<file path="src/rtl/instruction_fetch_pkg.sv">
// rtl/instruction_fetch_pkg.sv - shared constants and IF/ID control encoding for the fetch stage
package instruction_fetch_pkg;

  localparam int          INSTR_W  = 32;
  localparam int          ADDR_W   = 32;
  localparam logic [31:0] MIPS_NOP = 32'h0000_0000;
  localparam logic [31:0] PC_STEP  = 32'd4;

  typedef enum logic [1:0] {
    IFID_LOAD  = 2'b00,
    IFID_HOLD  = 2'b01,
    IFID_FLUSH = 2'b10,
    IFID_FAULT = 2'b11
  } ifid_op_e;

  // Instruction fetches are word aligned; the low two address bits are dropped.
  function automatic logic [ADDR_W-1:0] word_align(input logic [ADDR_W-1:0] addr);
    return addr & ~32'h0000_0003;
  endfunction

endpackage

</file>
<file path="src/rtl/if_id_register.sv">
// rtl/if_id_register.sv - IF/ID pipeline register with load, hold, flush and fault-load controls
module if_id_register
  import instruction_fetch_pkg::*;
(
  input  logic               clock,
  input  logic               reset,
  input  ifid_op_e           op,
  input  logic [INSTR_W-1:0] instruction,
  input  logic [ADDR_W-1:0]  pc_plus4,
  output logic [INSTR_W-1:0] if_id_instruction,
  output logic [ADDR_W-1:0]  if_id_pc_plus4,
  output logic               if_id_valid,
  output logic               fetch_fault
);

  always_ff @(posedge clock) begin
    if (reset) begin
      if_id_instruction <= MIPS_NOP;
      if_id_pc_plus4    <= '0;
      if_id_valid       <= 1'b0;
      fetch_fault       <= 1'b0;
    end else begin
      unique case (op)
        IFID_LOAD: begin
          if_id_instruction <= instruction;
          if_id_pc_plus4    <= pc_plus4;
          if_id_valid       <= 1'b1;
          fetch_fault       <= 1'b0;
        end
        IFID_FLUSH: begin
          if_id_instruction <= MIPS_NOP;
          if_id_pc_plus4    <= '0;
          if_id_valid       <= 1'b0;
          fetch_fault       <= 1'b0;
        end
        // Out-of-range fetch: keep the slot as a bubble but flag it for decode.
        IFID_FAULT: begin
          if_id_instruction <= MIPS_NOP;
          if_id_pc_plus4    <= pc_plus4;
          if_id_valid       <= 1'b0;
          fetch_fault       <= 1'b1;
        end
        default: begin
          if_id_instruction <= if_id_instruction;
          if_id_pc_plus4    <= if_id_pc_plus4;
          if_id_valid       <= if_id_valid;
          fetch_fault       <= fetch_fault;
        end
      endcase
    end
  end

endmodule

</file>
<file path="src/rtl/instruction_fetch.sv">
// rtl/instruction_fetch.sv - MIPS fetch stage: pc register, next-pc priority mux and range check
module instruction_fetch
  import instruction_fetch_pkg::*;
#(
  parameter logic [31:0] RESET_PC   = 32'h0000_0000,
  parameter int          IMEM_WORDS = 256
) (
  input  logic        clock,
  input  logic        reset,
  input  logic        stall,
  input  logic        branch_taken,
  input  logic [31:0] branch_target,
  input  logic        jump,
  input  logic [31:0] jump_target,
  output logic [31:0] imem_addr,
  input  logic [31:0] imem_instruction,
  output logic [31:0] pc,
  output logic [31:0] if_id_instruction,
  output logic [31:0] if_id_pc_plus4,
  output logic        if_id_valid,
  output logic        fetch_fault
);

  localparam logic [29:0] IMEM_LIMIT = 30'(IMEM_WORDS);

  logic [31:0] pc_next;
  logic [31:0] pc_plus4;
  logic        in_range;
  ifid_op_e    ifid_op;

  assign imem_addr = {2'b00, pc[31:2]};
  assign pc_plus4  = pc + PC_STEP;
  assign in_range  = pc[31:2] < IMEM_LIMIT;

  // Branch resolves in EX, so it is older than a jump in ID and wins; any redirect beats a stall.
  always_comb begin
    pc_next = pc_plus4;
    ifid_op = in_range ? IFID_LOAD : IFID_FAULT;
    if (branch_taken) begin
      pc_next = word_align(branch_target);
      ifid_op = IFID_FLUSH;
    end else if (jump) begin
      pc_next = word_align(jump_target);
      ifid_op = IFID_FLUSH;
    end else if (stall) begin
      pc_next = pc;
      ifid_op = IFID_HOLD;
    end
  end

  always_ff @(posedge clock) begin
    if (reset) begin
      pc <= word_align(RESET_PC);
    end else begin
      pc <= pc_next;
    end
  end

  if_id_register u_if_id (
    .clock             (clock),
    .reset             (reset),
    .op                (ifid_op),
    .instruction       (imem_instruction),
    .pc_plus4          (pc_plus4),
    .if_id_instruction (if_id_instruction),
    .if_id_pc_plus4    (if_id_pc_plus4),
    .if_id_valid       (if_id_valid),
    .fetch_fault       (fetch_fault)
  );

endmodule
</file>
<file path="config.mk">
export PLATFORM = sky130hd
export DESIGN_NAME = instruction_fetch
export DESIGN_NICKNAME = d
export VERILOG_FILES = /design/src/rtl/instruction_fetch_pkg.sv /design/src/rtl/if_id_register.sv /design/src/rtl/instruction_fetch.sv
export SDC_FILE = /design/constraint.sdc
export NUM_CORES = 1
export LEC_CHECK = 0
export CAP_MARGIN = 30
export CORE_MARGIN = 4
export CORE_UTILIZATION = 40
export DETAILED_ROUTE_END_ITERATION = 12
export DONT_BUFFER_PORTS = 1
export GPL_TIMING_DRIVEN = 0
export PLACE_DENSITY = 0.65
export SLEW_MARGIN = 20
export SYNTH_ARGS = -nofsm -noshare
export SYNTH_HDL_FRONTEND = slang
export SYNTH_HIERARCHICAL = 1
export SYNTH_SLANG_ARGS = --single-unit
</file>
<file path="constraint.sdc">
create_clock -name clock -period 5.2 [get_ports clock]
set_input_delay 1.04 -clock clock [delete_from_list [all_inputs] [get_ports clock]]
set_output_delay 1.04 -clock clock [all_outputs]
set_load 0.005 [all_outputs]
</file>
==> flow_metrics.env <==
export IMPL_outcome="finished clean"
export IMPL_setup_tns_ns=0
export IMPL_setup_ws_ns=1.79
export IMPL_synth_top_area_share_pct=35.9
export IMPL_fin_nets=790
export IMPL_grt_start_max_net_pins=20
export IMPL_leakage_uw=0.00211
export IMPL_max_stage_delay_ns=0.67
export IMPL_clkPwrFrac_pct=38.6
export IMPL_switching_share_pct=30.3
export IMPL_antennaDiodeCount=0
export IMPL_crit_slowest_cell="nor2_1"
export IMPL_die_area_mm2=0.0153
export IMPL_crit_path_start_kind="input pin"
export IMPL_insertion_delay_ns=0.35
export IMPL_clkTransAtPathRegs_ns=0.08
export IMPL_yosysSeqAreaShare_pct=35.9
export IMPL_initial_core_util_pct=40.6
export IMPL_grt_pass1_wl_mm=28.2
export IMPL_hold_viol=0
export IMPL_ant_nets=0
export IMPL_worstMarginPinSlew_ns=0.957
export IMPL_period_needed_ns=3.41
export IMPL_p_total_uw=1730
export IMPL_endpoint_kind="flop"
export IMPL_root_buffer="clkbuf_16"
export IMPL_vdd_drop_max_mv=0.150
export IMPL_cts_buffers_inserted=9
export IMPL_crit_type="input pin to flop"
export IMPL_setup_viol=0
export IMPL_area_delta_synth_final_pct=10.2
export IMPL_cts_hold_buf=0
export IMPL_busiest_layer="met2"
export IMPL_critPathBufInv=2
export IMPL_clock_skew_ns=0.0108
export IMPL_globalRouteOverflowTotal=0
export IMPL_worstPathArrival_ns=3.69
export IMPL_h_tree_depth=3
export IMPL_wl_mm=19.2
export IMPL_final_common_cell="dfxtp_1"
export IMPL_p_comb_share_pct=13.8
export IMPL_netlist_area_mm2=0.00535
export IMPL_synth_seq_cells=96
export IMPL_die_h_um=124
export IMPL_fmax_ghz=0.293
export IMPL_path_depth=7
export IMPL_pre_cts_ws_ns=1.52
export IMPL_yosys_area_top_type="dfxtp_1"
export IMPL_post_cts_buffers=0
export IMPL_ys_flop_type="dfxtp_1"
export IMPL_grt_use_total_pct=24.2
export IMPL_drtPass1Iterations=5
export IMPL_grt_pass1_vias=5000
export IMPL_dr_first_iter_drc_count=390
export IMPL_drive_above_1_share_pct=12.0
export IMPL_gr_usage_met1_pct=29.9
export IMPL_final_cell_mix="dfxtp_1, nand2_1, a21oi_1"
export IMPL_die_w_um=124
export IMPL_reg2reg_to="u_if_id/if_id_instruction[25]"
export IMPL_period_share_pct=65.5
export IMPL_clock_sinks=96
export IMPL_vias=5163
export IMPL_core_area_mm2=0.0132
export IMPL_ys_types=60
export IMPL_relSlewSlack_pct=35.7
export IMPL_cap_violations=0
export IMPL_cp_startpoint="branch_taken"
export IMPL_p_sw_uw=526
export IMPL_cts_repair_resized=0
export IMPL_ys_warn_count=6
export IMPL_crit_family="simple AND/OR/NAND/NOR gates"
export IMPL_drc=0
export IMPL_grt_use_met3_pct=7.22
export IMPL_worstPathRequired_ns=5.48
export IMPL_hold_start="u_if_id/if_id_pc_plus4[3]"
export IMPL_vias_per_cell=5.96
export IMPL_worstPathCellList="clkbuf_1 -> nor2_1 -> o21ai_0 -> ha_1 -> clkbuf_2 -> or4b_1 -> a21oi_1"
export IMPL_powerDensity_mw_per_mm2=294
export IMPL_row_count=42
export IMPL_syn_inst=669
export IMPL_rsz0062_at_grt="no"
export IMPL_antenna_found_initial=0
export IMPL_crit_fanout=10
export IMPL_wl_per_cell_um=22.1
export IMPL_final_util_pct=44.7
export IMPL_clockBufferDepth=2
export IMPL_dp_hpwl_mm=14.7
export IMPL_r2r_slack_ns=2.11
export IMPL_rr_startpoint="pc[11]"
export IMPL_syn_avg_cell_area_um2=8.00
export IMPL_p_int_uw=1210
export IMPL_grtUsageMet2_pct=39.9
export IMPL_netlist_top_cells_area="dfxtp_1, a21oi_1, nand2_1"
export IMPL_reg2regPathDepth=9
export IMPL_synthArstFlopShare_pct=0
export IMPL_worstHoldPathType="flop to flop"
export IMPL_cts_tree="yes"
export IMPL_gp_congestion=0.917
export IMPL_ios=231
export IMPL_final_max_slew_viol_count=0
export IMPL_fill_cells=1352
export IMPL_port_buffers=0
export IMPL_p_seq_share_pct=47.6
export IMPL_crit_path_end="u_if_id/if_id_instruction[25]"
export IMPL_synth_edff_count=0
-- cells by family (layout without fill, tap and decap cells) --
group                    Yosys count  count (layout)  share of synthesized area, %
AO/OA/AOI/OAI                    159             159                          17.7
XOR/XNOR                          32              32                          5.23
adder cells (fa/ha/maj)            4               4                         0.935
buffers and inverters            103             119                          10.1
flip-flops                        96              96                          35.9
multiplexers                       8               8                          1.61
other                              1               6                        0.0700
AND/OR/NAND/NOR                  266             266                          28.5
-- worst min-delay path, stage by stage (launching register included) --
cell     delay [ns]
dfxtp_1        0.33
nand2_1        0.06
a21oi_1        0.05
-- state kept, by name, summed over array words and instances (netlist names) --
signal / flops
u_if_id/if_id_instruction: 32
u_if_id/if_id_valid: 1
u_if_id/if_id_pc_plus4: 32
pc: 30
u_if_id/fetch_fault: 1
-- cell usage after synthesis, types with 8 or more instances --
library cell	instances
dfxtp_1	96
nand2_1	92
a21oi_1	85
clkbuf_1	35
buf_4	34
nand3b_1	33
or4b_1	32
nor2_1	29
xnor2_1	20
o21ai_0	18
nand3_1	17
nor4_1	15
o22ai_1	15
inv_1	14
nor3_1	14
xor2_1	12
buf_2	10
and3_1	8
-- power groups by stage --
stage | clock network (uW) | registers (uW) | logic, uW
2_1_floorplan | 0 | 823 | 181
3_3_place_gp | 0 | 841 | 230
3_5_place_dp | 0 | 843 | 235
4_1_cts | 679 | 826 | 236
5_1_grt | 714 | 831 | 262
6_report | 669 | 825 | 239
-- worst min-delay path by stage --
stage                     slack, ns  cells after the start                       endpoint
after floorplan                0.45                      2  u_if_id/if_id_instruction[19]
after global placement         0.47                      2  u_if_id/if_id_instruction[15]
after detailed placement       0.48                      2      u_if_id/if_id_pc_plus4[3]
after CTS                      0.49                      2      u_if_id/if_id_pc_plus4[3]
after global routing           0.50                      2  u_if_id/if_id_instruction[12]
final                          0.49                      2      u_if_id/if_id_pc_plus4[3]
-- final cells by class --
| type | instances | area, um^2 | area share (%) |
|---|---|---|---|
| inverters | 14 | 52.6 | 0.891 |
| clock inverters | 7 | 70.1 | 1.19 |
| multi-input cells | 475 | 2920 | 49.5 |
| well taps | 176 | 220 | 3.73 |
| flip-flops and latches | 96 | 1920 | 32.6 |
| clock buffers | 9 | 225 | 3.82 |
| plain buffers | 89 | 487 | 8.25 |
-- per-stage QoR --
stage / area (um^2) / cells / hold WS, ns
finish: 5900 / 866 / 0.489
global route: 5900 / 866 / 0.504
CTS: 5900 / 866 / 0.489
detailed placement: 5600 / 850 / 0.478
global placement: 5590 / 850 / 0.474
floorplan: 5370 / 674 / 0.453
-- metal layers --
metal  up-vias  share of wire (%)
met4         0                2.5
li1       2412                  -
met5         -                  0
met2       288                 48
met3        33                 11
met1      2430                 39
Power figures use the tool's default switching activity.
